===== src/rtl/act_load_unit.sv =====
// Copies a layer's activations from the activation buffer into the next layer's input region.
// Define ACT_LOAD_ARGMAX_EN to build the output-layer argmax (pred/pred_valid).
module act_load_unit #(
  parameter int unsigned DATA_W = 8,
  parameter int unsigned ADDR_W = 11,
  parameter int unsigned NO_HL  = 2,
  parameter int unsigned NO_NIL = 784,
  parameter int unsigned NO_NHL = 28,
  parameter int unsigned NO_NOL = 10,
  localparam int unsigned RA_W  = $clog2(NO_NHL),
  localparam int unsigned LI_W  = $clog2(NO_HL + 1)
) (
  input  logic              clk,
  input  logic              rst,
  input  logic              load_en,
  input  logic              net_done,
  output logic [RA_W-1:0]   act_rd_addr,
  input  logic [DATA_W-1:0] act_rd_data,
  output logic              ip_wr_en,
  output logic [ADDR_W-1:0] ip_wr_addr,
  output logic [DATA_W-1:0] ip_wr_data,
  output logic              load_done,
  output logic              busy,
  output logic [LI_W-1:0]   layer_idx,
  output logic [3:0]        pred,
  output logic              pred_valid
);

  localparam int unsigned CNT_W = $clog2(NO_NHL + 1);

  typedef enum logic [1:0] {StIdle, StCopy, StDone} state_e;

  state_e              state_q, state_d;
  logic                armed_q;
  logic [LI_W-1:0]     layer_q;
  logic [CNT_W-1:0]    len_q;
  logic [ADDR_W-1:0]   base_q;
  logic [CNT_W-1:0]    rd_idx_q;
  logic                rd_v_q;
  logic [CNT_W-1:0]    rd_i_q;
  logic                wr_en_q;
  logic [ADDR_W-1:0]   wr_addr_q;
  logic [DATA_W-1:0]   wr_data_q;
  logic [CNT_W-1:0]    wr_i_q;

  logic                start;
  logic                rd_active;
  logic                last_wr;
  logic                is_out;
  logic [CNT_W-1:0]    len;
  logic [ADDR_W-1:0]   base;

  assign is_out    = (layer_q >= LI_W'(NO_HL));
  assign len       = is_out ? CNT_W'(NO_NOL) : CNT_W'(NO_NHL);
  assign base      = ADDR_W'(NO_NIL) + ADDR_W'(layer_q) * ADDR_W'(NO_NHL);
  assign start     = (state_q == StIdle) && load_en && armed_q;
  assign rd_active = (state_q == StCopy) && (rd_idx_q < len_q);
  assign last_wr   = wr_en_q && (wr_i_q == len_q - CNT_W'(1));

  always_comb begin
    state_d = state_q;
    unique case (state_q)
      StIdle:  if (start) state_d = StCopy;
      StCopy:  if (last_wr) state_d = StDone;
      StDone:  state_d = StIdle;
      default: state_d = StIdle;
    endcase
  end

  // Copy length and base are latched at the trigger so a mid-copy net_done cannot
  // change the transfer that is already in flight.
  always_ff @(posedge clk or posedge rst) begin
    if (rst) begin
      state_q   <= StIdle;
      armed_q   <= 1'b1;
      layer_q   <= '0;
      len_q     <= '0;
      base_q    <= '0;
      rd_idx_q  <= '0;
      rd_v_q    <= 1'b0;
      rd_i_q    <= '0;
      wr_en_q   <= 1'b0;
      wr_addr_q <= '0;
      wr_data_q <= '0;
      wr_i_q    <= '0;
    end else begin
      state_q <= state_d;

      if (start) begin
        armed_q <= 1'b0;
      end else if (!load_en) begin
        armed_q <= 1'b1;
      end

      if (start) begin
        rd_idx_q <= '0;
        len_q    <= len;
        base_q   <= base;
      end else if (rd_active) begin
        rd_idx_q <= rd_idx_q + CNT_W'(1);
      end

      rd_v_q  <= rd_active;
      rd_i_q  <= rd_idx_q;
      wr_en_q <= rd_v_q;
      if (rd_v_q) begin
        wr_addr_q <= base_q + ADDR_W'(rd_i_q);
        wr_data_q <= act_rd_data;
        wr_i_q    <= rd_i_q;
      end

      if (net_done) begin
        layer_q <= '0;
      end else if (state_q == StDone) begin
        layer_q <= (layer_q == LI_W'(NO_HL)) ? '0 : layer_q + LI_W'(1);
      end
    end
  end

  assign act_rd_addr = rd_active ? RA_W'(rd_idx_q) : '0;
  assign ip_wr_en    = wr_en_q;
  assign ip_wr_addr  = wr_addr_q;
  assign ip_wr_data  = wr_data_q;
  assign load_done   = (state_q == StDone);
  assign busy        = (state_q != StIdle);
  assign layer_idx   = layer_q;

`ifdef ACT_LOAD_ARGMAX_EN
  logic                     is_out_q;
  logic signed [DATA_W-1:0] max_q;
  logic [3:0]               max_i_q;
  logic [3:0]               pred_q;
  logic                     pred_v_q;
  logic                     take;
  logic [3:0]               cand_i;

  // Strict greater-than so ties keep the earlier (lower) index.
  assign take   = wr_en_q && ((wr_i_q == '0) || ($signed(wr_data_q) > max_q));
  assign cand_i = take ? 4'(wr_i_q) : max_i_q;

  always_ff @(posedge clk or posedge rst) begin
    if (rst) begin
      is_out_q <= 1'b0;
      max_q    <= '0;
      max_i_q  <= '0;
      pred_q   <= '0;
      pred_v_q <= 1'b0;
    end else begin
      if (start) begin
        is_out_q <= is_out;
      end
      if (is_out_q && (state_q == StCopy) && take) begin
        max_q   <= $signed(wr_data_q);
        max_i_q <= 4'(wr_i_q);
      end
      pred_v_q <= is_out_q && (state_q == StCopy) && last_wr;
      if (is_out_q && (state_q == StCopy) && last_wr) begin
        pred_q <= cand_i;
      end
    end
  end

  assign pred       = pred_q;
  assign pred_valid = pred_v_q;
`else
  assign pred       = 4'd0;
  assign pred_valid = 1'b0;
`endif

endmodule


===== config.mk =====
export PLATFORM = sky130hd
export DESIGN_NAME = act_load_unit
export DESIGN_NICKNAME = d
export VERILOG_FILES = /design/src/rtl/act_load_unit.sv
export SDC_FILE = /design/constraint.sdc
export NUM_CORES = 1
export LEC_CHECK = 0
export BUFFER_PORTS_ARGS = -buffer_cell sky130_fd_sc_hd__buf_2
export CAP_MARGIN = 10
export CORE_AREA = 2 2 70 72
export CTS_BUF_LIST = sky130_fd_sc_hd__clkbuf_4 sky130_fd_sc_hd__clkbuf_8
export CTS_CLUSTER_DIAMETER = 150
export DETAILED_ROUTE_END_ITERATION = 8
export DIE_AREA = 0 0 72 74
export PLACE_DENSITY = 0.76
export SLEW_MARGIN = 20
export SYNTH_ARGS = -nofsm -noshare
export SYNTH_HDL_FRONTEND = slang
export SYNTH_SLANG_ARGS = --single-unit

===== constraint.sdc =====
create_clock -name clk -period 2.53 [get_ports clk]
set_input_delay 0.506 -clock clk [delete_from_list [all_inputs] [get_ports clk]]
set_output_delay 0.506 -clock clk [all_outputs]
set_load 0.1 [all_outputs]

==> impl_metrics.ini <==
[run_status]
outcome = finished clean

[sta]
finClkSkew_ns = 0.00820
fin_crit_ns = 2.48
max_slew_margin = 0.539
timing.final.max_slew_violations = 0
tns_ns = 0
finalSetupViolations = 0
fmax_mhz = 403
rsz0062_at_grt = false
period_share = 0.980
tightest_slew_ns = 0.692
hold_violations = 0

[placement]
placed_cell_area_sq_um = 2670
gp_congestion = 0.821
hpwl_um = 2980
placed_cells = 295
portBuffers = 40

[setup_path]
startpoint = rd_idx_q[4]$_DFFE_PP0P_
rr_endpoint = rd_idx_q[4]$_DFFE_PP0P_
reg2reg_depth = 6
arrival_ns = 1.97
reg2reg_from = rd_idx_q[4]$_DFFE_PP0P_
crit_type = register to primary output
cp_max_fo = 7
cp-end-kind = primary output
r2r_slack_ns = 0.83
worstPathRequired_ns = 2.02
start_kind = register

[yosys]
synth_edf_count = 0
synth_ff_type = dfrtp_1
avgSynthCellArea_sq_um = 11.5
ys_seq_area_frac = 0.507
synthCells = 207
synth_warnings = 0
synth-seq-cells = 48
syn_area_sq_um = 2370
synth_cell_types = 40
async_flop_share = 1.00

[floorplan]
initial_core_util = 0.516
die_w_um = 72
core_sq_um = 4600
die_area_sq_um = 5330
num_rows = 25
pin_count = 46
die_h_um = 74

[clock_tree]
clockRootBuffer = clkbuf_8
clk_pin_slew_ns = 0.10
clkSinkCount = 48
hold_buffers = 0
cts_tree = yes
cts-htree-levels = 2
clk_path_buf_depth = 2
insertion_delay_ns = 0.30
cts_made_buffers = 5

[layout]
finalInstanceArea_sq_um = 2850
layoutNonFillerInstCount = 308
nNetsFinal = 281
fill_cells = 364
final_cell_mix = dfrtp_1, buf_2, nand2_1
diodes = 0
areaGrowthSynthToFinish_pct = 20.0
layout_commonest_cell = dfrtp_1
drive_above_1_share = 0.350

[global_route]
grt_pass1_vias = 1452
grt_max_degree = 22
antenna_found_initial = 0
grt_overflow = 0
grt_use_total = 0.163
grt_pass1_wl_um = 6620

[routing]
drtIter0Drc = 83
via_per_inst = 5.06
wirelength_um = 4070
drc = 0
routed-via-count = 1559
ant_nets = 0
wl_per_cell_um = 13.2
drt_pre_antenna_iters = 4

[flow_run]
cap_violations = 0

[hold_path]
hp-class = input pin to async pin
==> area by class of cell <==
class | count | area [sq um] | share of cell area
inverters | 14 | 52.6 | 0.0185
repair buffers | 48 | 335 | 0.118
flip-flops and latches | 48 | 1200 | 0.423
multi-input cells | 136 | 1070 | 0.377
clock buffers | 5 | 68.8 | 0.0242
well taps | 54 | 67.6 | 0.0237
clock inverters | 3 | 46.3 | 0.0163
==> worst max-delay path by stage <==
stage | to | slack [ns] | cells after the start
after global routing | act_rd_addr[2] | 0.003 | 6
after detailed placement | act_rd_addr[2] | 0.23 | 7
after floorplan | load_done | 0.1 | 1
after CTS | act_rd_addr[2] | 0.01 | 6
after global placement | act_rd_addr[3] | 0.28 | 7
final | act_rd_addr[2] | 0.05 | 5
==> per-layer routing <==
metal / up-vias / routed length [um] / GRT usage
met5: - / 0 / 0
met4: 0 / 67 / 0.0692
met3: 4 / 172 / 0.0244
met2: 38 / 2000 / 0.278
met1: 738 / 1830 / 0.211
li1: 779 / - / -
==> metrics by stage <==
stage               setup slack, ns  utilization  hold slack, ns
finish                       0.0504        0.619           0.185
global route                0.00312        0.619           0.220
CTS                          0.0106        0.609           0.198
detailed placement            0.232        0.581           0.467
global placement              0.280        0.581           0.457
floorplan                    0.0975            -           0.349
==> what timing repair did <==
action,4_1_cts,5_1_grt
buffers inserted,1,4
gates resized for setup,2,9
endpoints found under the setup margin,5,5
pin swaps,1,3
==> cells by family after synthesis <==
| kind of cell | Yosys count | synth area share |
|---|---|---|
| buf+inv | 27 | 0.0580 |
| simple gates | 51 | 0.115 |
| mux | 23 | 0.105 |
| fa+ha+maj | 16 | 0.0876 |
| compound gates | 30 | 0.0849 |
| xor+xnor | 11 | 0.0406 |
| other cells | 1 | 0.00158 |
| flops | 48 | 0.507 |
==> synth_stat cells (5+ instances only) <==
| cell type | number | share of area |
|---|---|---|
| ha_1 | 15 | 0.079 |
| inv_1 | 14 | 0.022 |
| buf_2 | 5 | 0.011 |
| dfrtp_1 | 47 | 0.50 |
| xnor2_1 | 6 | 0.022 |
| mux2i_1 | 7 | 0.030 |
| xor2_1 | 5 | 0.018 |
| mux2_2 | 16 | 0.076 |
| o21ai_0 | 7 | 0.015 |
| nor2_1 | 8 | 0.013 |
| nand2_1 | 19 | 0.030 |
| a21oi_1 | 10 | 0.021 |
| and2_1 | 5 | 0.013 |
| buf_4 | 8 | 0.025 |
==> worst max-delay path: stages (launching register included) <==
cell and delay (ns):
dfrtp_1 0.45, ha_2 0.22, nor3b_4 0.31, a21boi_4 0.33, and2_4 0.20, buf_12 0.16
==> sequential cells by signal, summed over array words and instances, names as in the netlist, 2 cells and up <==
name,count
base_q,7
ip_wr_addr,11
ip_wr_data,8
layer_idx,2
len_q,2
rd_i_q,5
rd_idx_q,5
state_q,2
wr_i_q,3
Power is not shown: default switching activity piles up to over one toggle a cycle in this logic, so the estimate is an artifact.
